$ cat config.mk
export PLATFORM = sky130hd
export DESIGN_NAME = uart_pkt_rx_flat
export DESIGN_NICKNAME = d
export VERILOG_FILES = /design/src/rtl/uart_pkg.sv /design/src/rtl/uart_pkt_rx_if.sv /design/src/rtl/uart_pkt_buf.sv /design/src/rtl/uart_pkt_rx.sv /design/src/flat_wrapper.sv
export SDC_FILE = /design/constraint.sdc
export NUM_CORES = 1
export LEC_CHECK = 0
export ABC_CLOCK_PERIOD_IN_PS = 6210
export CORE_MARGIN = 4
export CORE_UTILIZATION = 65
export DETAILED_ROUTE_END_ITERATION = 10
export GPL_ROUTABILITY_DRIVEN = 0
export HOLD_SLACK_MARGIN = 0.06
export PLACE_DENSITY = 0.84
export REMOVE_ABC_BUFFERS = 1
export SLEW_MARGIN = 20
export SYNTH_ARGS = -nofsm -noshare
export SYNTH_HDL_FRONTEND = slang
export SYNTH_SLANG_ARGS = --single-unit
$ cat constraint.sdc
create_clock -name i_clk -period 6.21 [get_ports i_clk]
set_input_delay 1.242 -clock i_clk [delete_from_list [all_inputs] [get_ports i_clk]]
set_output_delay 1.242 -clock i_clk [all_outputs]
set_load 0.005 [all_outputs]
$ cat src/rtl/uart_pkg.sv
// Shared types and constants for the UART packet framing stage.
package uart_pkg;

    typedef enum logic [2:0] {
        HUNT,
        LEN,
        PAYLOAD,
        CHK,
        DRAIN
    } pkt_state_t;

    localparam logic [7:0] SOF_DEFAULT = 8'hA5;
    localparam int PKT_MAX_LEN = 16;

    // Index/length width: must hold 0..max_len inclusive.
    function automatic int idx_width(input int max_len);
        return $clog2(max_len + 1);
    endfunction

    localparam int PKT_IDX_W = idx_width(PKT_MAX_LEN);

endpackage

$ cat src/rtl/uart_pkt_rx_if.sv
// Payload byte stream leaving the framer; master drives data, slave drives i_ready.
interface uart_pkt_rx_if #(
    parameter int LEN_W = uart_pkg::PKT_IDX_W
);
    logic [7:0]       o_data;
    logic             o_valid;
    logic             i_ready;
    logic             o_last;
    logic [LEN_W-1:0] o_pkt_len;

    modport master (output o_data, o_valid, o_last, o_pkt_len, input i_ready);
    modport slave  (input o_data, o_valid, o_last, o_pkt_len, output i_ready);
endinterface

$ cat src/rtl/uart_pkt_buf.sv
// Payload buffer: MAX_LEN x 8 registers, one write port.
// Latency: write lands on the next edge; read port is combinational.
// Backpressure: none, the framer owns all sequencing.
module uart_pkt_buf #(
    parameter int MAX_LEN = 16,
    parameter int AW      = (MAX_LEN > 1) ? $clog2(MAX_LEN) : 1
) (
    input  logic          i_clk,
    input  logic          we,
    input  logic [AW-1:0] waddr,
    input  logic [7:0]    wdata,
    input  logic [AW-1:0] raddr,
    output logic [7:0]    rdata
);
    logic [7:0] mem [MAX_LEN];

    always_ff @(posedge i_clk) begin
        if (we) begin
            mem[waddr] <= wdata;
        end
    end

    assign rdata = mem[raddr];
endmodule

$ cat src/rtl/uart_pkt_rx.sv
// Frame parser: SOF, LEN, payload, additive checksum; releases good payloads.
// Latency: o_valid rises the cycle after the CHK byte, then 1 byte/clk.
// Backpressure: o_data/o_last/o_pkt_len hold while o_valid & !i_ready; bytes in DRAIN are dropped.
module uart_pkt_rx
    import uart_pkg::*;
#(
    parameter int         MAX_LEN       = 16,
    parameter logic [7:0] SOF           = SOF_DEFAULT,
    parameter int         TIMEOUT_TICKS = 640
) (
    input  logic         i_clk,
    input  logic         i_rst_n,
    input  logic [7:0]   i_rx_data,
    input  logic         i_rx_valid,
    input  logic         i_tick,
    uart_pkt_rx_if.master stream,
    output logic         o_err_chk,
    output logic         o_err_len,
    output logic         o_err_tout,
    output logic         o_err_ovr,
    output logic         o_busy
);
    localparam int IDX_W  = idx_width(MAX_LEN);
    localparam int BUF_AW = (MAX_LEN > 1) ? $clog2(MAX_LEN) : 1;
    localparam int TOUT_W = $clog2(TIMEOUT_TICKS);

    pkt_state_t        state;
    logic [IDX_W-1:0]  pkt_len_q;
    logic [IDX_W-1:0]  wr_idx;
    logic [IDX_W-1:0]  rd_idx;
    logic [IDX_W-1:0]  rd_next;
    logic [7:0]        sum_q;
    logic [TOUT_W-1:0] tout_cnt;
    logic [BUF_AW-1:0] rd_addr;
    logic [7:0]        rd_dat;
    logic              buf_we;
    logic              handshake;
    logic              len_ok;
    logic              timed;
    logic              tout_hit;

    assign handshake = stream.o_valid & stream.i_ready;
    assign rd_next   = rd_idx + IDX_W'(1);
    // The CHK cycle preloads entry 0; during DRAIN we prefetch the next entry.
    assign rd_addr   = (state == CHK) ? '0 : rd_next[BUF_AW-1:0];
    assign buf_we    = (state == PAYLOAD) && i_rx_valid;
    assign len_ok    = (i_rx_data != 8'd0) && (i_rx_data <= 8'(MAX_LEN));
    assign timed     = (state == LEN) || (state == PAYLOAD) || (state == CHK);
    assign tout_hit  = i_tick && (tout_cnt == TOUT_W'(TIMEOUT_TICKS - 1));
    assign o_busy    = (state != HUNT);

    uart_pkt_buf #(.MAX_LEN(MAX_LEN), .AW(BUF_AW)) u_buf (
        .i_clk (i_clk),
        .we    (buf_we),
        .waddr (wr_idx[BUF_AW-1:0]),
        .wdata (i_rx_data),
        .raddr (rd_addr),
        .rdata (rd_dat)
    );

    always_ff @(posedge i_clk) begin
        if (!i_rst_n) begin
            state            <= HUNT;
            pkt_len_q        <= '0;
            wr_idx           <= '0;
            rd_idx           <= '0;
            sum_q            <= '0;
            tout_cnt         <= '0;
            stream.o_data    <= '0;
            stream.o_valid   <= 1'b0;
            stream.o_last    <= 1'b0;
            stream.o_pkt_len <= '0;
            o_err_chk        <= 1'b0;
            o_err_len        <= 1'b0;
            o_err_tout       <= 1'b0;
            o_err_ovr        <= 1'b0;
        end else begin
            o_err_chk  <= 1'b0;
            o_err_len  <= 1'b0;
            o_err_tout <= 1'b0;
            o_err_ovr  <= 1'b0;

            case (state)
                HUNT: begin
                    if (i_rx_valid && (i_rx_data == SOF)) begin
                        state <= LEN;
                    end
                end
                LEN: begin
                    if (i_rx_valid) begin
                        if (len_ok) begin
                            pkt_len_q <= i_rx_data[IDX_W-1:0];
                            sum_q     <= i_rx_data;
                            wr_idx    <= '0;
                            state     <= PAYLOAD;
                        end else begin
                            o_err_len <= 1'b1;
                            state     <= HUNT;
                        end
                    end
                end
                PAYLOAD: begin
                    if (i_rx_valid) begin
                        sum_q  <= sum_q + i_rx_data;
                        wr_idx <= wr_idx + IDX_W'(1);
                        if ((wr_idx + IDX_W'(1)) == pkt_len_q) begin
                            state <= CHK;
                        end
                    end
                end
                CHK: begin
                    if (i_rx_valid) begin
                        if ((sum_q + i_rx_data) == 8'd0) begin
                            rd_idx           <= '0;
                            stream.o_data    <= rd_dat;
                            stream.o_valid   <= 1'b1;
                            stream.o_last    <= (pkt_len_q == IDX_W'(1));
                            stream.o_pkt_len <= pkt_len_q;
                            state            <= DRAIN;
                        end else begin
                            o_err_chk <= 1'b1;
                            state     <= HUNT;
                        end
                    end
                end
                DRAIN: begin
                    if (i_rx_valid) begin
                        o_err_ovr <= 1'b1;
                    end
                    if (handshake) begin
                        if (stream.o_last) begin
                            stream.o_valid <= 1'b0;
                            stream.o_last  <= 1'b0;
                            state          <= HUNT;
                        end else begin
                            rd_idx        <= rd_next;
                            stream.o_data <= rd_dat;
                            stream.o_last <= (rd_next == (pkt_len_q - IDX_W'(1)));
                        end
                    end
                end
                default: state <= HUNT;
            endcase

            // Inter-byte watchdog; a byte in the expiring cycle takes priority.
            if (!timed || i_rx_valid) begin
                tout_cnt <= '0;
            end else if (tout_hit) begin
                tout_cnt   <= '0;
                o_err_tout <= 1'b1;
                state      <= HUNT;
            end else if (i_tick) begin
                tout_cnt <= tout_cnt + TOUT_W'(1);
            end
        end
    end
endmodule
$ cat src/flat_wrapper.sv
// flat-port wrapper written by rule: the top's interface ports become plain ports
module uart_pkt_rx_flat import uart_pkg::*;
#(
    parameter int         MAX_LEN       = 16,
    parameter logic [7:0] SOF           = SOF_DEFAULT,
    parameter int         TIMEOUT_TICKS = 640
)
  (i_clk, i_rst_n, i_rx_data, i_rx_valid, i_tick, o_err_chk, o_err_len, o_err_tout, o_err_ovr, o_busy, stream_o_data, stream_o_valid, stream_o_last, stream_o_pkt_len, stream_i_ready);
  uart_pkt_rx_if stream_i ();
  input  logic i_clk;
  input  logic i_rst_n;
  input  logic [7:0] i_rx_data;
  input  logic i_rx_valid;
  input  logic i_tick;
  output logic o_err_chk;
  output logic o_err_len;
  output logic o_err_tout;
  output logic o_err_ovr;
  output logic o_busy;
  output wire logic [$bits(stream_i.o_data)-1:0] stream_o_data;
  output wire logic [$bits(stream_i.o_valid)-1:0] stream_o_valid;
  output wire logic [$bits(stream_i.o_last)-1:0] stream_o_last;
  output wire logic [$bits(stream_i.o_pkt_len)-1:0] stream_o_pkt_len;
  input wire logic [$bits(stream_i.i_ready)-1:0] stream_i_ready;
  assign stream_o_data = stream_i.o_data;
  assign stream_o_valid = stream_i.o_valid;
  assign stream_o_last = stream_i.o_last;
  assign stream_o_pkt_len = stream_i.o_pkt_len;
  assign stream_i.i_ready = stream_i_ready;
  uart_pkt_rx #(.MAX_LEN(MAX_LEN), .SOF(SOF), .TIMEOUT_TICKS(TIMEOUT_TICKS)) u_core (.i_clk(i_clk), .i_rst_n(i_rst_n), .i_rx_data(i_rx_data), .i_rx_valid(i_rx_valid), .i_tick(i_tick), .stream(stream_i), .o_err_chk(o_err_chk), .o_err_len(o_err_len), .o_err_tout(o_err_tout), .o_err_ovr(o_err_ovr), .o_busy(o_busy));
endmodule
# [Word-level counts from Yosys, hierarchy flattened]
# Memories as Yosys holds them, arrays and structs flattened.
# Cells that the tools add are included.
[word_totals] register_bits=55 latchBits=0 ram_bits=128 romBits=0 inputBits=13 output_inout_bits=20 wordCells=112 n_memories=1
[memory_table] name="u_core.u_buf.mem" depth=16 width=8 rd=1 rd_clocked_by_memory_dff=0 write_ports=1 line_no="uart_pkt_buf.sv:15" source="logic [7:0] mem [MAX_LEN];"
[classes] add_sub_neg=5 n_mul=0 n_div=0 magnitude_cmp=1 n_eq_ne=17 shift=0 n_mux=47 n_bitwise=2 n_reduce_logical=25
[ops] cell="$mux W8" n=7
[ops] cell="$mux W5" n=7
[ops] cell="$pmux W8 S2" n=2
[ops] cell="$mux W3" n=10
[ops] cell="$pmux W5 S2" n=2
[ops] cell="$pmux W3 S5" n=1
[ops] cell="$mux W1" n=14
[ops] cell="$reduce_and A3 Y1" n=4
[ops] cell="$add A10 B1 Y10 const B" n=1
[ops] cell="$add A5 B1 Y5 const B" n=2
[ops] cell="$eq A10 B10 Y1 const B" n=1
[ops] cell="$eq A5 B5 Y1" n=2
[ops] cell="$ne A2 B2 Y1 const B" n=5
[ops] cell="$reduce_and A5 Y1" n=2
[ops] cell="$add A8 B8 Y8" n=1
[ops] cell="$eq A8 B8 Y1 const B" n=1
[ops] cell="$le A8 B5 Y1 const B" n=1
[ops] cell="$logic_not A8 Y1" n=1
[ops] cell="$reduce_and A4 Y1" n=2
[ops] cell="$reduce_bool A8 Y1" n=1
[ops] cell="$eq A3 B2 Y1 const B" n=2
[ops] cell="$ne A2 B1 Y1 const B" n=3
[ops] cell="$eq A5 B1 Y1 const B" n=1
[ops] cell="$sub A5 B1 Y5 const B" n=1
[ops] cell="other kinds (16)" n=23

# [Longest topological paths before layout]
[depth] word_depth=7 depth_mapped=10 mapped_depth_nobuf=9

# [Modules after synthesis]
# A second synthesis with hierarchy kept.
[unflattened] cells_unflattened=606 hier_area_um2=8207.9
[modules_own_cells] module="uart_pkt_buf" instances=1 cells_per_inst=221 area_per_inst_um2=4987.3 seq_area_each_um2=3843.7
[modules_own_cells] module="uart_pkt_rx" instances=1 cells_per_inst=385 area_per_inst_um2=3220.6 seq_area_each_um2=1101.1

# [Worst setup path before layout]
# Ideal clock, no wire load.
[synth_path] path_type="in2reg" start="input i_rx_data[0]" end="register u_core.stream.o_pkt_len[0]" setup_time_ps=129 t_arrival_ps=3449 required_ps=6081 setup_slack_ps=2632 cell_stages=10 path_buffers=1 path_cell_list="ha_1 -> fa_1 -> xor2_1 -> or3_1 -> a221oi_2 -> nand3b_1 -> nor3_4 -> buf_6 -> mux2i_1 -> nor2_1"
[synth_via] elab_chain_len=3
[synth_lines] element="start, declared" line_no="flat_wrapper.sv:12" source="input logic [7:0] i_rx_data;"
[synth_lines] element="$add A8 B8 Y8" line_no="uart_pkt_rx.sv:113" source="if ((sum_q + i_rx_data) == 8'd0) begin"
[synth_lines] element="$logic_not A8 Y1" line_no="uart_pkt_rx.sv:113"
[synth_lines] element="$reduce_and A3 Y1 (no line)"
[synth_lines] element="end signal, assigned" line_no="uart_pkt_rx.sv:118" source="stream.o_pkt_len <= pkt_len_q;"
[synth_lines] element="end, declared" line_no="uart_pkt_rx_if.sv:11" source="modport master (output o_data, o_valid, o_last, o_pkt_len, input i_ready);"
# No other way between the ends.
# A chain may end at the register's enable or synchronous reset.

# [Worst setup path after layout]
[layout_path] start="input i_rx_data[1]" end="register u_core.stream.o_data[3]"
[layout_via] elab_chain_len=4
[layout_lines] element="$add A8 B8 Y8" line_no="uart_pkt_rx.sv:113"
[layout_lines] element="$logic_not A8 Y1" line_no="uart_pkt_rx.sv:113"
[layout_lines] element="$ne A2 B2 Y1 (no line)"
[layout_lines] element="$reduce_and A5 Y1 (no line)"
[layout_lines] element="end signal, assigned" line_no="uart_pkt_rx.sv:115" source="stream.o_data <= rd_dat;"
[layout_lines] element="end signal, assigned" line_no="uart_pkt_rx.sv:137" source="stream.o_data <= rd_dat;"
[layout_lines] element="end, declared" line_no="uart_pkt_rx_if.sv:11"
# No other way between the ends.

==> flow_metrics.tcl <==
set metrics [dict create \
    synth_top_area_cell "edfxtp_1" \
    nets 724 \
    crit_path_top_delay_cell "clkdlybuf4s50_1" \
    maxCapViolCount 0 \
    firstDrtPassIters 7 \
    hold_path_end "u_core.rd_idx[3]$_SDFFE_PN0P_" \
    root_buffer "clkbuf_16" \
    cts-buffers-inserted 17 \
    drt_wl_total_mm 19.3 \
    cts_hold_repair.buffers 0 \
    drtAntennaViolNets 0 \
    cts_resized 0 \
    intPower_uw 1910 \
    yosysWarnings 0 \
    rows 40 \
    power_switching_uw 501 \
    cp.arrival_ns 5.02 \
    min_period_over_period_pct 75.7 \
    post_drt_via_cell_ratio 6.58 \
    first_iter_violations 734 \
    clock_latency_ns 0.43 \
    ir_worst_vdd_mv 0.244 \
    tightest_slew_ns 1.03 \
    ios 33 \
    grt_pass1_vias 5719 \
    clkPwrFrac_pct 43.8 \
    hp-class "reg2reg" \
    slowest_delay_ns 0.86 \
    slew_headroom_pct 30.6 \
    clk_pin_slew_ns 0.07 \
    synth_top_area_share_pct 46.8 \
    grt_pass1_wl_mm 30.5 \
    portBuffers 32 \
    dp.final_hpwl_mm 12.4 \
    async_flop_share_pct 0 \
    synth_edf_count 128 \
    stdcell_area_sq_um 9280 \
    worst_path_dominant_cell_family "compound AO/OA/AOI/OAI gates" \
    syn_area_per_cell_sq_um 12.3 \
    finClkSkew_ns 0.00766 \
    startpoint_type "primary input" \
    synthToLayoutAreaGrowth_pct 12.8 \
    status "completed" \
    core-area_sq_um 12200 \
    ys.flop_type "edfxtp_1" \
    overflow 0 \
    worstSetupEndpointType "flip-flop" \
    placed_cell_area_sq_um 8700 \
    multi_input_area_sq_um 3060 \
    drv_slew 0 \
    wl_per_cell_um 22.0 \
    r2r_end "u_core.stream.o_data[6]$_SDFFE_PN0P_" \
    ys_types 62 \
    rsz0062_at_grt "false" \
    holdPathStages 2 \
    r2r_setup_slack_ns 2.70 \
    cp.buffers_inverters 1 \
    worstSetupPathType "in2reg" \
    drc_errors 0 \
    die_x_um 120 \
    final-hold-violation-count 0 \
    start_util_pct 67.3 \
    crit_chain "clkdlybuf4s50_1 > fa_1 > a211oi_2 > o21ai_0 > a221oi_2 > nand3b_1 > nor3_4 > o211ai_1 > o211a_1" \
    fin_setup_tns_ns 0 \
    cts_setup_buffers 0 \
    regArea_sq_um 4940 \
    syn_area_sq_um 8220 \
    min-delay-start "u_core.rd_idx[3]$_SDFFE_PN0P_" \
    setup_viol 0 \
    cp.required_ns 6.54 \
    grt_usage_pct 27.5 \
    p_comb_share_pct 2.3 \
    clock_path_buffers 2 \
    worstRegToRegCells 7 \
    nFillCells 787 \
    power_density_nw_per_um2 260 \
    vias 5766 \
    synth_commonest_cells "edfxtp_1, nor2_1, dfxtp_1, nand2_1, o211ai_1" \
    cts_tree "built" \
    die_h_um 120 \
    fmax_ghz 0.213 \
    synth.ff_latch_count 183 \
    crit_fanout 22 \
    p_seq_share_pct 53.9 \
    grt_max_degree 32 \
    p_sw_share_pct 20.7 \
    htreeDepth 4 \
    power.leakage_uw 0.00310 \
    num_antenna_cells 0 \
    final_layout_size_suffix_gt1_share_pct 11.3 \
    r2r_start "u_core.state[2]$_SDFF_PN0_" \
    ys_seq_area_share_pct 60.2 \
    synth_area_leaders "edfxtp_1, dfxtp_1, nor2_1" \
    syn_inst 668 \
    clock_sinks 183 \
    synth.most_common_cell "edfxtp_1" \
    die_area_sq_um 14500 \
    antenna_found_initial 0 \
    period_needed_ns 4.70 \
]
how the worst max path moves through the flow:
stage | endpoint | depth (start not counted) | startpoint | slack [ns]
after floorplan | u_core.stream.o_data[0]$_SDFFE_PN0P_ | 9 | i_rx_data[0] | 2.52
after global placement | u_core.stream.o_pkt_len[0]$_SDFFE_PN0P_ | 9 | i_rx_data[1] | 1.48
after detailed placement | u_core.stream.o_data[0]$_SDFFE_PN0P_ | 9 | i_rx_data[1] | 1.23
after CTS | u_core.stream.o_data[0]$_SDFFE_PN0P_ | 9 | i_rx_data[1] | 1.62
after global routing | u_core.stream.o_pkt_len[0]$_SDFFE_PN0P_ | 9 | i_rx_data[1] | 1.28
final | u_core.stream.o_data[3]$_SDFFE_PN0P_ | 9 | i_rx_data[1] | 1.51
per-layer routing:
metal / GRT usage, % / vias to the layer above / wire (um)
met2: 44.5 / 268 / 9530
li1: - / 2616 / -
met3: 5.57 / 47 / 1440
met5: 0 / - / 0
met1: 36.8 / 2835 / 7790
met4: 11.0 / 0 / 525
logic make-up (layout without fill, tap and decap cells):
family / Yosys count / in the layout / synth area share (%)
muxes: 39 / 39 / 6.20
xor gates and xnor gates: 31 / 31 / 3.30
buffers and inverters: 52 / 92 / 2.72
DFF: 183 / 183 / 60.2
and+or+nand+nor: 206 / 206 / 12.2
AOI/OAI and AO/OA: 141 / 141 / 12.9
adders and majority gates: 16 / 16 / 2.53
final cells by class:
type	count	area share (%)
inverters	13	0.526
clock inverters	15	1.65
repair buffers	47	4.67
multi-input cells	433	33.0
flip-flops and latches	183	53.3
well taps	168	2.27
clock buffers	17	4.59
cells in the final DEF, fill, tap and decap left out, drive strengths merged, types with 3 or more instances in the layout:
master	instances
mux2i	16
nor4	3
or2	3
a211oi	6
xor2	12
a311oi	7
nor3	18
clkinv	7
nor3b	5
mux2	15
o22ai	14
o21ai	12
dfxtp	55
and3	5
o211a	7
mux4	8
a31oi	12
xnor2	19
clkbuf	17
or3	9
o221ai	9
and2	13
edfxtp	128
o211ai	30
inv	16
a21oi	13
ha	15
clkinvlp	3
nand3	15
nand2	41
nor2b	6
buf	15
nor2	73
o2bb2ai	8
clkdlybuf4s50	32
nand4	8
a221oi	8
power groups by stage:
stage	clock, uW	combinational, uW	sequential (uW)
2_1_floorplan	0	16.3	1330
3_3_place_gp	0	51.8	1330
3_5_place_dp	0	54.6	1330
4_1_cts	1060	54.8	1300
5_1_grt	1110	59.7	1300
6_report	1060	56.1	1300
stage by stage:
step | std cells | utilization [%] | hold WS (ns) | total power [uW] | setup slack, ns
final | 876 | 76.0 | 0.485 | 2420 | 1.51
after global routing | 876 | 76.0 | 0.513 | 2470 | 1.28
after CTS | 876 | 76.0 | 0.484 | 2420 | 1.62
after detailed placement | 844 | 71.2 | 0.475 | 1380 | 1.23
after global placement | 844 | 71.2 | 0.458 | 1380 | 1.48
after floorplan | 629 | - | 0.447 | 1350 | 2.52
worst register-to-register path, delay by kind of cell, from the launching register on:
family	cells	cell delay, ns
compound gates	3	0.37
flops	1	0.44
mux	1	0.62
simple gates	3	1.95
registers in the layout (all words and copies together) (netlist names), 5 cells and up:
name,count
u_core.stream.o_data,8
u_core.tout_cnt,10
u_core.stream.o_pkt_len,5
u_core.u_buf.mem,128
u_core.rd_idx,5
u_core.sum_q,8
u_core.wr_idx,5
u_core.pkt_len_q,5
(Power assumes the default switching activity.)
